--- src/rtl/uart_tx_scheduler_if.sv ---
// Handshake bundle between the byte producers, the shared UART transmitter and the scheduler.
// The scheduler takes the slave view; producers and transmitter together form the master view.
interface uart_tx_scheduler_if #(
    parameter int NUM_REQ = 4,
    parameter int IDX_W   = 2,
    parameter int DATA_W  = 8
);
    logic [NUM_REQ-1:0]        req;
    logic [NUM_REQ*DATA_W-1:0] req_data;
    logic [NUM_REQ-1:0]        ack;
    logic                      tx_start;
    logic [DATA_W-1:0]         tx_data;
    logic                      tx_busy;
    logic                      tx_done;
    logic [IDX_W-1:0]          grant_idx;
    logic                      active;
    logic                      timeout_err;

    modport master (
        output req, req_data, tx_busy, tx_done,
        input  ack, tx_start, tx_data, grant_idx, active, timeout_err
    );

    modport slave (
        input  req, req_data, tx_busy, tx_done,
        output ack, tx_start, tx_data, grant_idx, active, timeout_err
    );
endinterface

--- src/rtl/uart_tx_scheduler.sv ---
// Round-robin scheduler sharing one UART transmitter among NUM_REQ byte producers,
// with a watchdog that abandons a frame whose done pulse never arrives.
module uart_tx_scheduler #(
    parameter int NUM_REQ = 4,
    parameter int IDX_W   = 2,
    parameter int DATA_W  = 8,
    parameter int TIMEOUT = 4095,
    parameter int CNT_W   = 12
) (
    input logic               clk,
    input logic               rst,
    uart_tx_scheduler_if.slave bus
);

    typedef enum logic [1:0] {IDLE, LAUNCH, WAIT_DONE} state_e;

    state_e             state_q, state_d;
    logic [IDX_W-1:0]   last_q, last_d;
    logic [NUM_REQ-1:0] ack_q, ack_d;
    logic               tx_start_q, tx_start_d;
    logic [DATA_W-1:0]  tx_data_q, tx_data_d;
    logic [IDX_W-1:0]   grant_q, grant_d;
    logic               active_q, active_d;
    logic               timeout_err_q, timeout_err_d;
    logic [CNT_W-1:0]   cnt_q, cnt_d;

    logic               found;
    logic [IDX_W-1:0]   win;

    // Search starts just after the last winner, so every requester gets a turn.
    always_comb begin
        found = 1'b0;
        win   = '0;
        for (int k = 1; k <= NUM_REQ; k++) begin
            if (!found && bus.req[IDX_W'((int'(last_q) + k) % NUM_REQ)]) begin
                found = 1'b1;
                win   = IDX_W'((int'(last_q) + k) % NUM_REQ);
            end
        end
    end

    always_comb begin
        state_d       = state_q;
        last_d        = last_q;
        ack_d         = '0;
        tx_start_d    = 1'b0;
        tx_data_d     = tx_data_q;
        grant_d       = grant_q;
        active_d      = active_q;
        timeout_err_d = 1'b0;
        cnt_d         = cnt_q;

        case (state_q)
            IDLE: begin
                if (found && !bus.tx_busy) begin
                    state_d    = LAUNCH;
                    ack_d[win] = 1'b1;
                    tx_start_d = 1'b1;
                    active_d   = 1'b1;
                    tx_data_d  = bus.req_data[int'(win)*DATA_W +: DATA_W];
                    grant_d    = win;
                    last_d     = win;
                end
            end
            LAUNCH: begin
                state_d = WAIT_DONE;
                cnt_d   = '0;
            end
            WAIT_DONE: begin
                if (bus.tx_done) begin
                    state_d  = IDLE;
                    active_d = 1'b0;
                end else if (cnt_q == CNT_W'(TIMEOUT)) begin
                    // Aborted winner stays in last_q and therefore drops to lowest priority.
                    state_d       = IDLE;
                    active_d      = 1'b0;
                    timeout_err_d = 1'b1;
                end else begin
                    cnt_d = cnt_q + CNT_W'(1);
                end
            end
            default: state_d = IDLE;
        endcase
    end

    always_ff @(posedge clk or negedge rst) begin
        if (!rst) begin
            state_q       <= IDLE;
            last_q        <= IDX_W'(NUM_REQ - 1);
            ack_q         <= '0;
            tx_start_q    <= 1'b0;
            tx_data_q     <= '0;
            grant_q       <= '0;
            active_q      <= 1'b0;
            timeout_err_q <= 1'b0;
            cnt_q         <= '0;
        end else begin
            state_q       <= state_d;
            last_q        <= last_d;
            ack_q         <= ack_d;
            tx_start_q    <= tx_start_d;
            tx_data_q     <= tx_data_d;
            grant_q       <= grant_d;
            active_q      <= active_d;
            timeout_err_q <= timeout_err_d;
            cnt_q         <= cnt_d;
        end
    end

    assign bus.ack         = ack_q;
    assign bus.tx_start    = tx_start_q;
    assign bus.tx_data     = tx_data_q;
    assign bus.grant_idx   = grant_q;
    assign bus.active      = active_q;
    assign bus.timeout_err = timeout_err_q;

endmodule

--- src/flat_wrapper.sv ---
// flat-port wrapper written by rule: the top's interface ports become plain ports
module uart_tx_scheduler_flat 
#(
    parameter int NUM_REQ = 4,
    parameter int IDX_W   = 2,
    parameter int DATA_W  = 8,
    parameter int TIMEOUT = 4095,
    parameter int CNT_W   = 12
)
  (clk, rst, bus_req, bus_req_data, bus_tx_busy, bus_tx_done, bus_ack, bus_tx_start, bus_tx_data, bus_grant_idx, bus_active, bus_timeout_err);
  uart_tx_scheduler_if #(.NUM_REQ(NUM_REQ), .IDX_W(IDX_W), .DATA_W(DATA_W)) bus_i ();
  input logic clk;
  input logic rst;
  input wire logic [$bits(bus_i.req)-1:0] bus_req;
  input wire logic [$bits(bus_i.req_data)-1:0] bus_req_data;
  input wire logic [$bits(bus_i.tx_busy)-1:0] bus_tx_busy;
  input wire logic [$bits(bus_i.tx_done)-1:0] bus_tx_done;
  output wire logic [$bits(bus_i.ack)-1:0] bus_ack;
  output wire logic [$bits(bus_i.tx_start)-1:0] bus_tx_start;
  output wire logic [$bits(bus_i.tx_data)-1:0] bus_tx_data;
  output wire logic [$bits(bus_i.grant_idx)-1:0] bus_grant_idx;
  output wire logic [$bits(bus_i.active)-1:0] bus_active;
  output wire logic [$bits(bus_i.timeout_err)-1:0] bus_timeout_err;
  assign bus_i.req = bus_req;
  assign bus_i.req_data = bus_req_data;
  assign bus_i.tx_busy = bus_tx_busy;
  assign bus_i.tx_done = bus_tx_done;
  assign bus_ack = bus_i.ack;
  assign bus_tx_start = bus_i.tx_start;
  assign bus_tx_data = bus_i.tx_data;
  assign bus_grant_idx = bus_i.grant_idx;
  assign bus_active = bus_i.active;
  assign bus_timeout_err = bus_i.timeout_err;
  uart_tx_scheduler #(.NUM_REQ(NUM_REQ), .IDX_W(IDX_W), .DATA_W(DATA_W), .TIMEOUT(TIMEOUT), .CNT_W(CNT_W)) u_core (.clk(clk), .rst(rst), .bus(bus_i));
endmodule
--- config.mk ---
export PLATFORM = sky130hd
export DESIGN_NAME = uart_tx_scheduler_flat
export DESIGN_NICKNAME = d
export VERILOG_FILES = /design/src/rtl/uart_tx_scheduler_if.sv /design/src/rtl/uart_tx_scheduler.sv /design/src/flat_wrapper.sv
export SDC_FILE = /design/constraint.sdc
export NUM_CORES = 1
export LEC_CHECK = 0
export CORE_AREA = 2 2 91 49
export CTS_CLUSTER_DIAMETER = 80
export DETAILED_ROUTE_END_ITERATION = 12
export DIE_AREA = 0 0 93 51
export HOLD_SLACK_MARGIN = 0.1
export PLACE_DENSITY = 0.81
export SLEW_MARGIN = 40
export SYNTH_ARGS = -nofsm -noshare
export SYNTH_HDL_FRONTEND = slang
export SYNTH_SLANG_ARGS = --single-unit
--- constraint.sdc ---
create_clock -name clk -period 2.2 [get_ports clk]
set_clock_uncertainty 0.05 [all_clocks]
set_input_delay 0.22 -clock clk [delete_from_list [all_inputs] [get_ports clk]]
set_output_delay 0.22 -clock clk [all_outputs]
set_load 0.01 [all_outputs]
After elaboration in Yosys (flattened, before gate mapping)

Cells that the tools add are included.
W data, S select, Z words.

Register bits: 33
Bits of input ports: 40
Logic and storage cells: 84

Add/sub/neg operators: 5
Magnitude comparators: 6
Eq/ne operators: 7
Shift-type cells: 1
Muxes and demuxes: 40
Reductions and logical operators: 16

Operators with widths:

| operator                | count |
|---|---|
| $shiftx A32 B6 Y8       | 1 |
| $mux W12                | 2 |
| $pmux W12 S2            | 1 |
| $mux W1                 | 21 |
| $lt A2 B4 Y1 const B    | 4 |
| $mux W2                 | 7 |
| $add A12 B1 Y12 const B | 1 |
| $eq A12 B12 Y1 const B  | 1 |
| $bmux W1 S2             | 4 |
| $mux W4                 | 2 |
| $pmux W2 S3             | 1 |
| $reduce_and A3 Y1       | 2 |
| $logic_and A1 B1 Y1     | 5 |
| $add A2 B1 Y2 const B   | 2 |
| $add A2 B2 Y2 const B   | 2 |
| $logic_not A1 Y1        | 4 |
| $ne A2 B2 Y1 const B    | 2 |
| $reduce_and A2 Y1       | 2 |
| $reduce_bool A2 Y1      | 2 |
| $lt A2 B3 Y1 const B    | 1 |
| $ne A3 B2 Y1 const B    | 1 |
| $demux W1 S2            | 1 |
| $eq A2 B1 Y1 const B    | 1 |
| $eq A2 B2 Y1 const B    | 1 |
| 4 further kinds         | 4 |

Depth between registers and ports, before layout

Gate-level depths: netlist of run 1.

Depth after elaboration: 20
Depth in mapped cells: 6
Depth with buffers taken out: 6

Worst setup path before layout of run 1

OpenSTA, ideal clock, no wires.

Path kind: register -> register
Start: reg u_core.state_q[0]
End: reg u_core.tx_data_q[2], in the netlist u_core.bus.tx_data[2]
Setup time: 0.138 ns
Arrival time: 1.794 ns
Data required time: 2.012 ns
Path slack: 0.219 ns
Stages on the path, launching flop included: 7
Cell sequence: dfrtp_1 -> buf_6 -> nor4_4 -> or4b_4 -> buf_6 -> a211oi_2 -> a211oi_1

Longest elaborated chain between the ends: 2

RTL lines:

| item                               | RTL line                 | RTL |
|---|---|---|
| start: declaration                 | uart_tx_scheduler.sv:17  | `state_e state_q, state_d;` |
| start signal: assignment           | uart_tx_scheduler.sv:98  | `state_q <= state_d;` |
| $logic_not A2 Y1                   | uart_tx_scheduler.sv:53  | `case (state_q)` |
| $reduce_and A2 Y1 (no source line) | -                        |  |
| end signal: assignment             | uart_tx_scheduler.sv:102 | `tx_data_q <= tx_data_d;` |
| end: declaration                   | uart_tx_scheduler.sv:21  | `logic [DATA_W-1:0] tx_data_q, tx_data_d;` |

Every way passes these cells.
A chain may end at the register's enable or synchronous reset.

Worst setup path in the final report of run 1

Start: reg u_core.state_q[0]
End: reg u_core.cnt_q[10]

Longest elaborated chain between the ends: 3

RTL lines:

| item                                                                | RTL line                 | RTL |
|---|---|---|
| $eq A2 B2 Y1 or $eq A2 B1 Y1 (tied branches)                        | uart_tx_scheduler.sv:53  |  |
| $ne A2 B2 Y1 (no source line) or $reduce_bool A2 Y1 (tied branches) | -                        |  |
| $reduce_and A3 Y1 (no source line)                                  | -                        |  |
| end signal: assignment                                              | uart_tx_scheduler.sv:106 | `cnt_q <= cnt_d;` |
| end: declaration                                                    | uart_tx_scheduler.sv:25  | `logic [CNT_W-1:0] cnt_q, cnt_d;` |

Parallel ways exist; a longest one is shown, timed or not.

==> flow_metrics.env, run 1 <==
export IMPL_hp_class="input port to async pin"
export IMPL_dr_first_iter_drc_count=84
export IMPL_cp_startpoint="u_core.state_q[0]"
export IMPL_dr_pass1_iters=4
export IMPL_cts_resized=0
export IMPL_ant_nets=0
export IMPL_synth_common_cells="dfrtp_1, nor2_1, a211oi_1, mux2i_1, nor3b_1"
export IMPL_synth_top_family_by_area="simple AND/OR/NAND/NOR gates"
export IMPL_syn_num_nets=211
export IMPL_synth_edff_count=0
export IMPL_fin_cells=295
export IMPL_num_rows=17
export IMPL_die_x_um=93
export IMPL_holdBufCountCts=0
export IMPL_drc=0
export IMPL_yosysWarnings=0
export IMPL_p_comb_share_pct=42.8
export IMPL_p_clk_share_pct=18.3
export IMPL_yosys_area_share_adder_pct=0.7153
export IMPL_cts_htree_levels=2
export IMPL_place_inst=287
export IMPL_cts_buffer_depth=2
export IMPL_min_period_ns=2.029
export IMPL_wl_per_cell_um=14.16
export IMPL_finalHoldWorstSlack_ns=0.2826
export IMPL_pwr_density_cell_mw_per_mm2=946.3
export IMPL_seq_area_frac_synth_pct=47.35
export IMPL_grt_overflow_total=0
export IMPL_netSwitchingPower_w=0.0008334
export IMPL_cp_data_arrival_time_ns=2.11
export IMPL_grt_pass1_vias=1433
export IMPL_synth_cell_types=42
export IMPL_slew_headroom_pct=55.42
export IMPL_num_vias=1557
export IMPL_ys_ff_latch=33
export IMPL_critPathCaptureType="flop"
export IMPL_synth_mux_area_share_pct=5.722
export IMPL_reg2reg_slack_ns=0.17
export IMPL_ir_drop_mv=0.4508
export IMPL_grt_antenna_before_repair=0
export IMPL_fmax_mhz=492.8
export IMPL_insertion_delay_ns=0.28
export IMPL_path_class="flop to flop"
export IMPL_finalCritPeriodShare_pct=92.24
export IMPL_pre_cts_ws_ns=-0.06978
export IMPL_p_leak_nw=1.034
export IMPL_crit_end="u_core.cnt_q[10]"
export IMPL_cts_root_buffer="clkbuf_8"
export IMPL_tightest_slew_ns=0.6674
export IMPL_clkTransAtPathRegs_ns=0.07
export IMPL_grt_usage_pct=18.83
export IMPL_antennaDiodeCount=0
export IMPL_yosys_area_top_type="dfrtp_1"
export IMPL_grt_max_degree=34
export IMPL_synthSimpleGateAreaFrac_pct=24.25
export IMPL_post_synth_top_area_fraction_pct=44.35
export IMPL_reg2regPathDepth=5
export IMPL_numCtsBuffers=5
export IMPL_hpwl_um=3093
export IMPL_avgSynthCellArea_um2=10.29
export IMPL_ios=57
export IMPL_swShare_pct=35.23
export IMPL_cts_tree="done"
export IMPL_avgViaCountPerCell=5.278
export IMPL_drive_gt1_share_pct=13.87
export IMPL_r2r_start="u_core.state_q[0]"
export IMPL_tns_ns=0
export IMPL_die_height_um=51
export IMPL_slew_viol_final=0
export IMPL_wirelength_um=4178
export IMPL_path_max_fanout=8
export IMPL_initial_core_util_pct=42.83
export IMPL_syn2layout_area_growth_pct=42.92
export IMPL_setup_violations=0
export IMPL_critPathLaunchType="flop"
export IMPL_fin_area_mm2=0.002500
export IMPL_clkSinkCount=33
export IMPL_fp_coreArea_mm2=0.004084
export IMPL_post_dp_cell_area_mm2=0.002417
export IMPL_io_buffers=56
export IMPL_cp_required_ns=2.29
export IMPL_gp_congestion=0.9279
export IMPL_rsz0062_at_grt="no"
export IMPL_post_cts_buffers=0
export IMPL_nNetsFinal=278
export IMPL_grt_pass1_wl_um=6900
export IMPL_synthXorXnorAreaFrac_pct=3.505
export IMPL_internal_power_w=0.001532
export IMPL_netlist_area_mm2=0.001749
export IMPL_reg2reg_to="u_core.cnt_q[10]"
export IMPL_finalWorstSetupSlack_ns=0.1707
export IMPL_max_cap_violations=0
export IMPL_netlist_instances=170
export IMPL_finalHoldViolations=0
export IMPL_async_flop_share_pct=100.0
export IMPL_power_frac_seq_pct=38.9
export IMPL_status="complete, no violations"
export IMPL_synth_compound_area_share_pct=15.16
export IMPL_die_area_mm2=0.004743
export IMPL_synth_ff_type="dfrtp_1"
export IMPL_synth_most_common_cell="dfrtp_1"
export IMPL_synth_area_leaders="dfrtp_1, mux2i_1, nor2_1, a211oi_1, a211oi_2"
[power groups by stage]
stage               Combinational (W)  Clock [W]  Sequential [W]
global placement             0.000997          0        0.000923
CTS                           0.00101   0.000444        0.000921
global route                  0.00111   0.000474        0.000945
finish                        0.00101   0.000433        0.000921
detailed placement            0.00101          0        0.000925
floorplan                    0.000521          0        0.000951
[flip-flops by register name, indices dropped and copies added, names as in the netlist]
name / cells
u_core.bus.ack: 4
u_core.bus.active: 1
u_core.bus.grant_idx: 2
u_core.bus.timeout_err: 1
u_core.bus.tx_data: 8
u_core.bus.tx_start: 1
u_core.cnt_q: 12
u_core.last_q: 2
u_core.state_q: 2
[how the worst min path moves through the flow]
| stage | from | to | slack [ns] | cells after the start |
|---|---|---|---|---|
| 2_1_floorplan | rst | u_core.bus.ack[0] | -0.13 | 0 |
| 3_3_place_gp | u_core.cnt_q[0] | u_core.cnt_q[0] | 0.45 | 1 |
| 3_5_place_dp | u_core.last_q[0] | u_core.last_q[0] | 0.47 | 2 |
| 4_1_cts | rst | u_core.bus.grant_idx[0] | 0.29 | 2 |
| 5_1_grt | rst | u_core.bus.tx_data[4] | 0.32 | 2 |
| 6_report | rst | u_core.bus.ack[2] | 0.28 | 2 |
[routing by layer]
| layer | vias up | GRT usage [%] | wire (um) |
|---|---|---|---|
| met5 | - | 0 | 0 |
| li1 | 748 | - | - |
| met1 | 746 | 28.82 | 2146 |
| met4 | 0 | 5.392 | 32 |
| met2 | 58 | 25.60 | 1737 |
| met3 | 5 | 5.162 | 261 |
[cell type report]
type / count / area, um^2
repair buffers: 67 / 643.1
clock buffers: 6 / 72.57
well taps: 57 / 71.32
inverters: 3 / 11.26
fillers: 341 / 1584
flip-flops and latches: 33 / 828.3
clock inverters: 2 / 10.01
multi-input cells: 127 / 863.3
[critical path, cell delays in order (launching register included)]
cell	delay [ns]
dfrtp_1	0.47
or3b_1	0.49
or3_4	0.45
nor3_1	0.22
xnor2_1	0.15
nor2_1	0.06
[through the flow]
stage	total power, W	utilization, %
2_1_floorplan	0.001471	-
3_3_place_gp	0.001920	59.19
3_5_place_dp	0.001937	59.19
4_1_cts	0.002380	61.21
5_1_grt	0.002525	61.21
6_report	0.002366	61.21
[cell families (layout without fill, tap and decap cells)]
logic type / count (synthesis) / count (layout)
compound gates: 35 / 35
xor+xnor: 7 / 7
fa+ha+maj: 1 / 1
buf+inv: 10 / 78
flops: 33 / 33
mux: 10 / 10
simple gates: 74 / 74
[placed cells by master, fill, tap and decap left out, drive strengths merged, types with 2 or more instances in the layout]
| master | n |
|---|---|
| a21oi | 6 |
| buf | 11 |
| and3 | 4 |
| nor4 | 3 |
| dfstp | 2 |
| dfrtp | 31 |
| a211oi | 16 |
| nand3 | 4 |
| o21ai | 8 |
| nor3b | 10 |
| clkdlybuf4s50 | 56 |
| clkbuf | 6 |
| nand2b | 4 |
| mux2i | 10 |
| nand2 | 7 |
| nand4 | 2 |
| or3 | 2 |
| nor2 | 24 |
| inv | 3 |
| nor3 | 7 |
| xor2 | 4 |
| clkinv | 2 |
| xnor2 | 3 |
(Power assumes the default switching activity.)
==> run 2: changes to the inputs <==
--- a/config.mk
+++ b/config.mk
@@ -5,12 +5,14 @@
 export SDC_FILE = /design/constraint.sdc
 export NUM_CORES = 1
 export LEC_CHECK = 0
-export CORE_AREA = 2 2 91 49
+export CELL_PAD_IN_SITES_DETAIL_PLACEMENT = 0
+export CELL_PAD_IN_SITES_GLOBAL_PLACEMENT = 1
+export CORE_AREA = 2 2 110 59
 export CTS_CLUSTER_DIAMETER = 80
 export DETAILED_ROUTE_END_ITERATION = 12
-export DIE_AREA = 0 0 93 51
+export DIE_AREA = 0 0 112 61
 export HOLD_SLACK_MARGIN = 0.1
-export PLACE_DENSITY = 0.81
+export PLACE_DENSITY = 0.76
 export SLEW_MARGIN = 40
 export SYNTH_ARGS = -nofsm -noshare
 export SYNTH_HDL_FRONTEND = slang
==> constraint.sdc (replaced) <==
create_clock -name clk -period 1.82 [get_ports clk]
set_clock_uncertainty 0.05 [all_clocks]
set_input_delay 0.182 -clock clk [delete_from_list [all_inputs] [get_ports clk]]
set_output_delay 0.182 -clock clk [all_outputs]
set_load 0.01 [all_outputs]
==> run 2 against run 1 <==
Effect of this change:
- worst setup slack got worse by 0.17 ns
- critical path type unchanged
- largest cell class unchanged
- cell area increased by 15%
- largest power group unchanged
- routed wire length increased by 23%
==> flow_metrics.env, run 2 (synthesis results as in run 1) <==
export IMPL_status="complete, no violations"
export IMPL_insertion_delay_ns=0.27
export IMPL_rsz0062_at_grt="yes"
export IMPL_min_period_ns=1.819
export IMPL_setup_violations=0
export IMPL_finalWorstSetupSlack_ns=0.0008857
export IMPL_cpPeakStageDelay_ns=0.53
export IMPL_critPathLaunchType="flop"
export IMPL_finalCritPeriodShare_pct=99.95
export IMPL_cts_root_buffer="clkbuf_16"
export IMPL_cp_cell_sequence="nor4_4 -> buf_4 -> or4b_4 -> a211oi_2 -> a211oi_1"
export IMPL_wl_per_cell_um=15.47
export IMPL_power_w=0.003537
export IMPL_dr_pass1_iters=4
export IMPL_syn2layout_area_growth_pct=63.88
export IMPL_slew_headroom_pct=71.14
export IMPL_pre_cts_ws_ns=-0.3960
export IMPL_postLayoutCoreUtil_pct=48.95
export IMPL_cp_data_arrival_time_ns=1.92
export IMPL_ios=57
export IMPL_crit_family="simple AND/OR/NAND/NOR gates"
export IMPL_path_buf_inv=1
export IMPL_place_inst=321
export IMPL_fillCellCount=550
export IMPL_grt_pass1_wl_um=8045
export IMPL_cts_tree="done"
export IMPL_register_area_um2=828.3
export IMPL_drc=0
export IMPL_fin_cells=333
export IMPL_slew_viol_final=0
export IMPL_numCtsBuffers=5
export IMPL_nNetsFinal=296
export IMPL_ant_nets=0
export IMPL_initial_core_util_pct=29.87
export IMPL_cp_slowest_cell="or4b_4"
export IMPL_drive_gt1_share_pct=28.91
export IMPL_holdBufCountCts=0
export IMPL_dr_first_iter_drc_count=94
export IMPL_layout_commonest_cell="clkdlybuf4s50_1"
export IMPL_clkTransAtPathRegs_ns=0.05
export IMPL_grt_usage_pct=15.48
export IMPL_p_leak_nw=1.189
export IMPL_finalHoldWorstSlack_ns=0.2621
export IMPL_r2r_start="u_core.state_q[1]"
export IMPL_hp_class="input port to async pin"
export IMPL_final_cell_mix="clkdlybuf4s50_1, dfrtp_1, buf_4, nor2_1, a211oi_2"
export IMPL_reg2reg_to="u_core.bus.tx_data[6]"
export IMPL_path_class="flop to flop"
export IMPL_antennaDiodeCount=0
export IMPL_cp_required_ns=1.93
export IMPL_grt_pass1_vias=1532
export IMPL_num_vias=1624
export IMPL_die_height_um=61
export IMPL_largest_register_ffs=12
export IMPL_top_register="u_core.cnt_q"
export IMPL_grt_antenna_before_repair=0
export IMPL_finalHoldViolations=0
export IMPL_ir_drop_mv=0.4857
export IMPL_tightest_slew_ns=0.4329
export IMPL_wirelength_um=5153
export IMPL_num_rows=20
export IMPL_critPathCaptureType="flop"
export IMPL_clkSinkCount=33
export IMPL_cp_startpoint="u_core.state_q[1]"
export IMPL_hpwl_um=3635
export IMPL_fp_coreArea_mm2=0.005856
export IMPL_io_buffers=56
export IMPL_cts_htree_levels=2
export IMPL_reg2regPathDepth=5
export IMPL_grt_max_degree=34
export IMPL_path_max_fanout=5
export IMPL_die_area_mm2=0.006832
export IMPL_multiInputGateArea_mm2=0.001015
export IMPL_fmax_mhz=549.7
export IMPL_cts_buffer_depth=2
export IMPL_pwr_density_cell_mw_per_mm2=1234
export IMPL_max_cap_violations=0
export IMPL_avgViaCountPerCell=4.877
export IMPL_gp_congestion=0.8779
export IMPL_die_x_um=112
export IMPL_grt_overflow_total=0
export IMPL_reg2reg_slack_ns=0.0009
-- run 2: cell types whose count changed in the layout (fill, tap and decap cells not counted), sizes merged --
cell / before / now
buf: 11 / 27
clkbuf: 6 / 8
dlygate4sd2: 0 / 4
clkdlybuf4s50: 56 / 52
or2: 1 / 2
clkinv: 2 / 0
or4b: 1 / 2
-- run 2: routing by layer --
metal	wire length, um	track usage [%]	share of wire, %	vias up
li1	-	-	-	792
met5	0	0	0	-
met2	1964	20.52	38	48
met3	363	3.996	7.0	2
met1	2809	24.49	55	782
met4	17	3.833	0.33	0
-- run 2: per-stage QoR --
step / setup TNS (ns) / cell area (um^2)
2_1_floorplan: -0.5839 / 1765
3_3_place_gp: -4.335 / 2564
3_5_place_dp: -4.806 / 2564
4_1_cts: -0.07096 / 2758
5_1_grt: -0.2452 / 2867
6_report: 0 / 2867
-- run 2: final cells by class --
cell class | count | area share, %
clock buffer | 8 | 5.107
timing repair buffer | 83 | 26.84
sequential | 33 | 28.90
multi-input combinational | 129 | 35.40
inverter | 3 | 0.3928
tap | 77 | 3.361
-- run 2: how the worst max path moves through the flow --
stage          slack [ns]  cells after the start               endpoint
2_1_floorplan       -0.08                      5  u_core.bus.tx_data[2]
5_1_grt             -0.07                      5  u_core.bus.tx_data[3]
3_5_place_dp        -0.40                      7  u_core.bus.tx_data[7]
4_1_cts             -0.05                      5  u_core.bus.tx_data[6]
3_3_place_gp        -0.34                      7  u_core.bus.tx_data[0]
6_report           0.0009                      5  u_core.bus.tx_data[6]
-- run 2: power by group --
group	switching, W	internal (W)	total (W)
logic	0.000753	0.000850	0.00160
registers	0.000145	0.000953	0.00110
clock network	0.000291	0.000545	0.000836
-- run 2: repair_timing --
| action | 4_1_cts | 5_1_grt |
|---|---|---|
| setup buffers | 2 | 0 |
| gates resized for setup | 14 | 24 |
| cloned | 1 | 1 |
| setup endpoints to repair | 10 | 23 |
| pin swaps | 5 | 5 |
| hold endpoints to repair | 0 | 0 |
==> run 3: changes to the inputs <==
--- a/config.mk
+++ b/config.mk
@@ -7,13 +7,15 @@
 export LEC_CHECK = 0
 export CELL_PAD_IN_SITES_DETAIL_PLACEMENT = 0
 export CELL_PAD_IN_SITES_GLOBAL_PLACEMENT = 1
-export CORE_AREA = 2 2 110 59
+export CORE_AREA = 2 2 101 54
 export CTS_CLUSTER_DIAMETER = 80
 export DETAILED_ROUTE_END_ITERATION = 12
-export DIE_AREA = 0 0 112 61
+export DIE_AREA = 0 0 103 56
+export GPL_TIMING_DRIVEN = 0
 export HOLD_SLACK_MARGIN = 0.1
-export PLACE_DENSITY = 0.76
+export PLACE_DENSITY = 0.86
 export SLEW_MARGIN = 40
 export SYNTH_ARGS = -nofsm -noshare
 export SYNTH_HDL_FRONTEND = slang
 export SYNTH_SLANG_ARGS = --single-unit
+export TNS_END_PERCENT = 50
==> constraint.sdc (replaced) <==
create_clock -name clk -period 2.3 [get_ports clk]
set_clock_uncertainty 0.05 [all_clocks]
set_input_delay 0.23 -clock clk [delete_from_list [all_inputs] [get_ports clk]]
set_output_delay 0.23 -clock clk [all_outputs]
set_load 0.01 [all_outputs]
==> run 3 against run 2 <==
Effect of this change:
- critical path depth rose by 1
- sequential power fell by 21%
- die area fell by 16%
- via count fell by 5.7%
- final cell count fell by 7.5%
- largest power group unchanged
- highest routed layer unchanged
==> flow_metrics.env, run 3 (synthesis results as in run 1) <==
export IMPL_rsz0062_at_grt="no"
export IMPL_wirelength_um=4269
export IMPL_tns_ns=0
export IMPL_critPathCaptureType="flop"
export IMPL_grt_overflow_total=0
export IMPL_avgViaCountPerCell=4.974
export IMPL_dr_pass1_iters=4
export IMPL_numCtsBuffers=5
export IMPL_max_cap_violations=0
export IMPL_critPathLaunchType="flop"
export IMPL_swShare_pct=34.90
export IMPL_grt_pass1_vias=1588
export IMPL_gr_usage_met2_pct=26.44
export IMPL_use_met1_pct=20.67
export IMPL_num_rows=18
export IMPL_p_comb_share_pct=42.5
export IMPL_cts_root_buffer="clkbuf_8"
export IMPL_pwr_density_cell_mw_per_mm2=928.2
export IMPL_syn2layout_area_growth_pct=46.07
export IMPL_drc=0
export IMPL_top_register="u_core.cnt_q"
export IMPL_power_w=0.002371
export IMPL_grt_usage_pct=16.32
export IMPL_slew_viol_final=0
export IMPL_setup_violations=0
export IMPL_final_cell_mix="clkdlybuf4s50_1, dfrtp_1, nor2_1, mux2i_1, a211oi_1"
export IMPL_die_x_um=103
export IMPL_cp_required_ns=2.40
export IMPL_netSwitchingPower_w=0.0008277
export IMPL_path_max_fanout=10
export IMPL_cp_cell_sequence="mux2i_1 -> o22ai_2 -> nor2_1 -> clkbuf_4 -> mux2i_1 -> a211oi_1"
export IMPL_finalHoldViolations=0
export IMPL_status="complete, no violations"
export IMPL_io_buffers=56
export IMPL_min_period_ns=2.132
export IMPL_p_clk_share_pct=20.7
export IMPL_ios=57
export IMPL_gp_congestion=0.8314
export IMPL_power_frac_seq_pct=36.7
export IMPL_clkTransAtPathRegs_ns=0.07
export IMPL_ir_drop_mv=0.3619
export IMPL_fin_cells=308
export IMPL_slew_headroom_pct=49.81
export IMPL_grt_max_degree=25
export IMPL_finalHoldWorstSlack_ns=0.2921
export IMPL_hp_class="input port to async pin"
export IMPL_grt_antenna_before_repair=0
export IMPL_die_area_mm2=0.005768
export IMPL_ant_nets=0
export IMPL_nNetsFinal=278
export IMPL_top_usage_layer="met2"
export IMPL_num_vias=1532
export IMPL_cts_tree="done"
export IMPL_wl_per_cell_um=13.86
export IMPL_antennaDiodeCount=0
export IMPL_die_height_um=56
export IMPL_insertion_delay_ns=0.29
export IMPL_path_class="flop to flop"
export IMPL_largest_register_ffs=12
export IMPL_initial_core_util_pct=36.29
export IMPL_cpPeakStageDelay_ns=0.57
export IMPL_clkSinkCount=33
export IMPL_internal_power_w=0.001544
export IMPL_finalCritPeriodShare_pct=92.71
export IMPL_postLayoutCoreUtil_pct=53.01
export IMPL_tightest_slew_ns=0.7460
export IMPL_path_common_cell="mux2i_1"
export IMPL_layout_commonest_cell="clkdlybuf4s50_1"
export IMPL_fp_coreArea_mm2=0.004820
export IMPL_cts_buffer_depth=2
export IMPL_cp_slowest_cell="dfstp_2"
export IMPL_fmax_mhz=469.0
export IMPL_cts_htree_levels=2
export IMPL_p_leak_nw=1.043
export IMPL_hpwl_um=3107
export IMPL_dr_first_iter_drc_count=72
export IMPL_drive_gt1_share_pct=13.45
export IMPL_use_met3_pct=2.889
export IMPL_cp_data_arrival_time_ns=2.23
export IMPL_grt_pass1_wl_um=7383
export IMPL_place_inst=297
## run 3: cell count changes in the layout (fill, tap and decap cells not counted), moves of 4 or more
cell	change
nor3b_1	+7
buf_4	-21
dlygate4sd2_1	-4
clkbuf_8	+6
nor3b_2	-7
clkbuf_16	-5
## run 3: power by group through the flow
stage / logic [W] / clock network (W) / registers (W)
finish: 0.00101 / 0.000492 / 0.000871
global route: 0.00110 / 0.000526 / 0.000894
CTS: 0.000995 / 0.000497 / 0.000870
detailed placement: 0.000980 / 0 / 0.000877
global placement: 0.000966 / 0 / 0.000870
floorplan: 0.000498 / 0 / 0.000909
## run 3: critical path, delay by kind of cell, from the launching register on
family | cells | cell delay (ns)
multiplexers | 2 | 0.48
flip-flops | 1 | 0.57
AND/OR/NAND/NOR | 1 | 0.27
buffers and inverters | 1 | 0.30
AO/OA/AOI/OAI | 2 | 0.32
## run 3: cell type report
| type | instances | area (um^2) |
|---|---|---|
| Inverter | 3 | 11.26 |
| Tap cell | 70 | 87.58 |
| Buffer | 7 | 48.80 |
| Clock buffer | 7 | 96.34 |
| Clock inverter | 1 | 5.005 |
| Timing Repair Buffer | 60 | 608.1 |
| Multi-Input combinational cell | 127 | 869.6 |
| Sequential cell | 33 | 828.3 |
| Fill cell | 426 | 2265 |
## run 3: repair_timing
| item | in CTS | in global routing |
|---|---|---|
| gates resized for setup | 1 | 1 |
| hold endpoints to repair | 32 | 0 |
| hold buffers | 1 | 0 |
| buffers inserted | 0 | 2 |
| setup endpoints to repair | 4 | 6 |
| pin swaps | 0 | 1 |
## run 3: metrics by stage
stage	setup WS (ns)	instance area (um^2)
finish	0.1677	2555
global route	0.01195	2555
CTS	0.01268	2537
detailed placement	-0.3187	2420
global placement	-0.2632	2397
floorplan	0.3185	1749
## run 3: worst paths after layout
| path | startpoint | endpoint | slack, ns | cells past startpoint |
|---|---|---|---|---|
| worst max register to register | u_core.last_q[1] | u_core.bus.tx_data[5] | 0.17 | 6 |
| worst min-delay path | rst | u_core.bus.tx_data[4] | 0.29 | 2 |
| max in group asynchronous | rst | u_core.last_q[1] | 1.44 | 3 |
| min in group clk | u_core.cnt_q[0] | u_core.cnt_q[0] | 0.49 | 1 |
| worst max-delay path | u_core.last_q[1] | u_core.bus.tx_data[5] | 0.17 | 6 |
| worst min register to register | u_core.cnt_q[0] | u_core.cnt_q[0] | 0.49 | 1 |
## run 3: layer usage
layer | part of all wire (%) | up-vias
met1 | 46 | 744
met2 | 49 | 27
met3 | 3.0 | 9
met4 | 2.0 | 0
li1 | - | 752
met5 | 0 | -
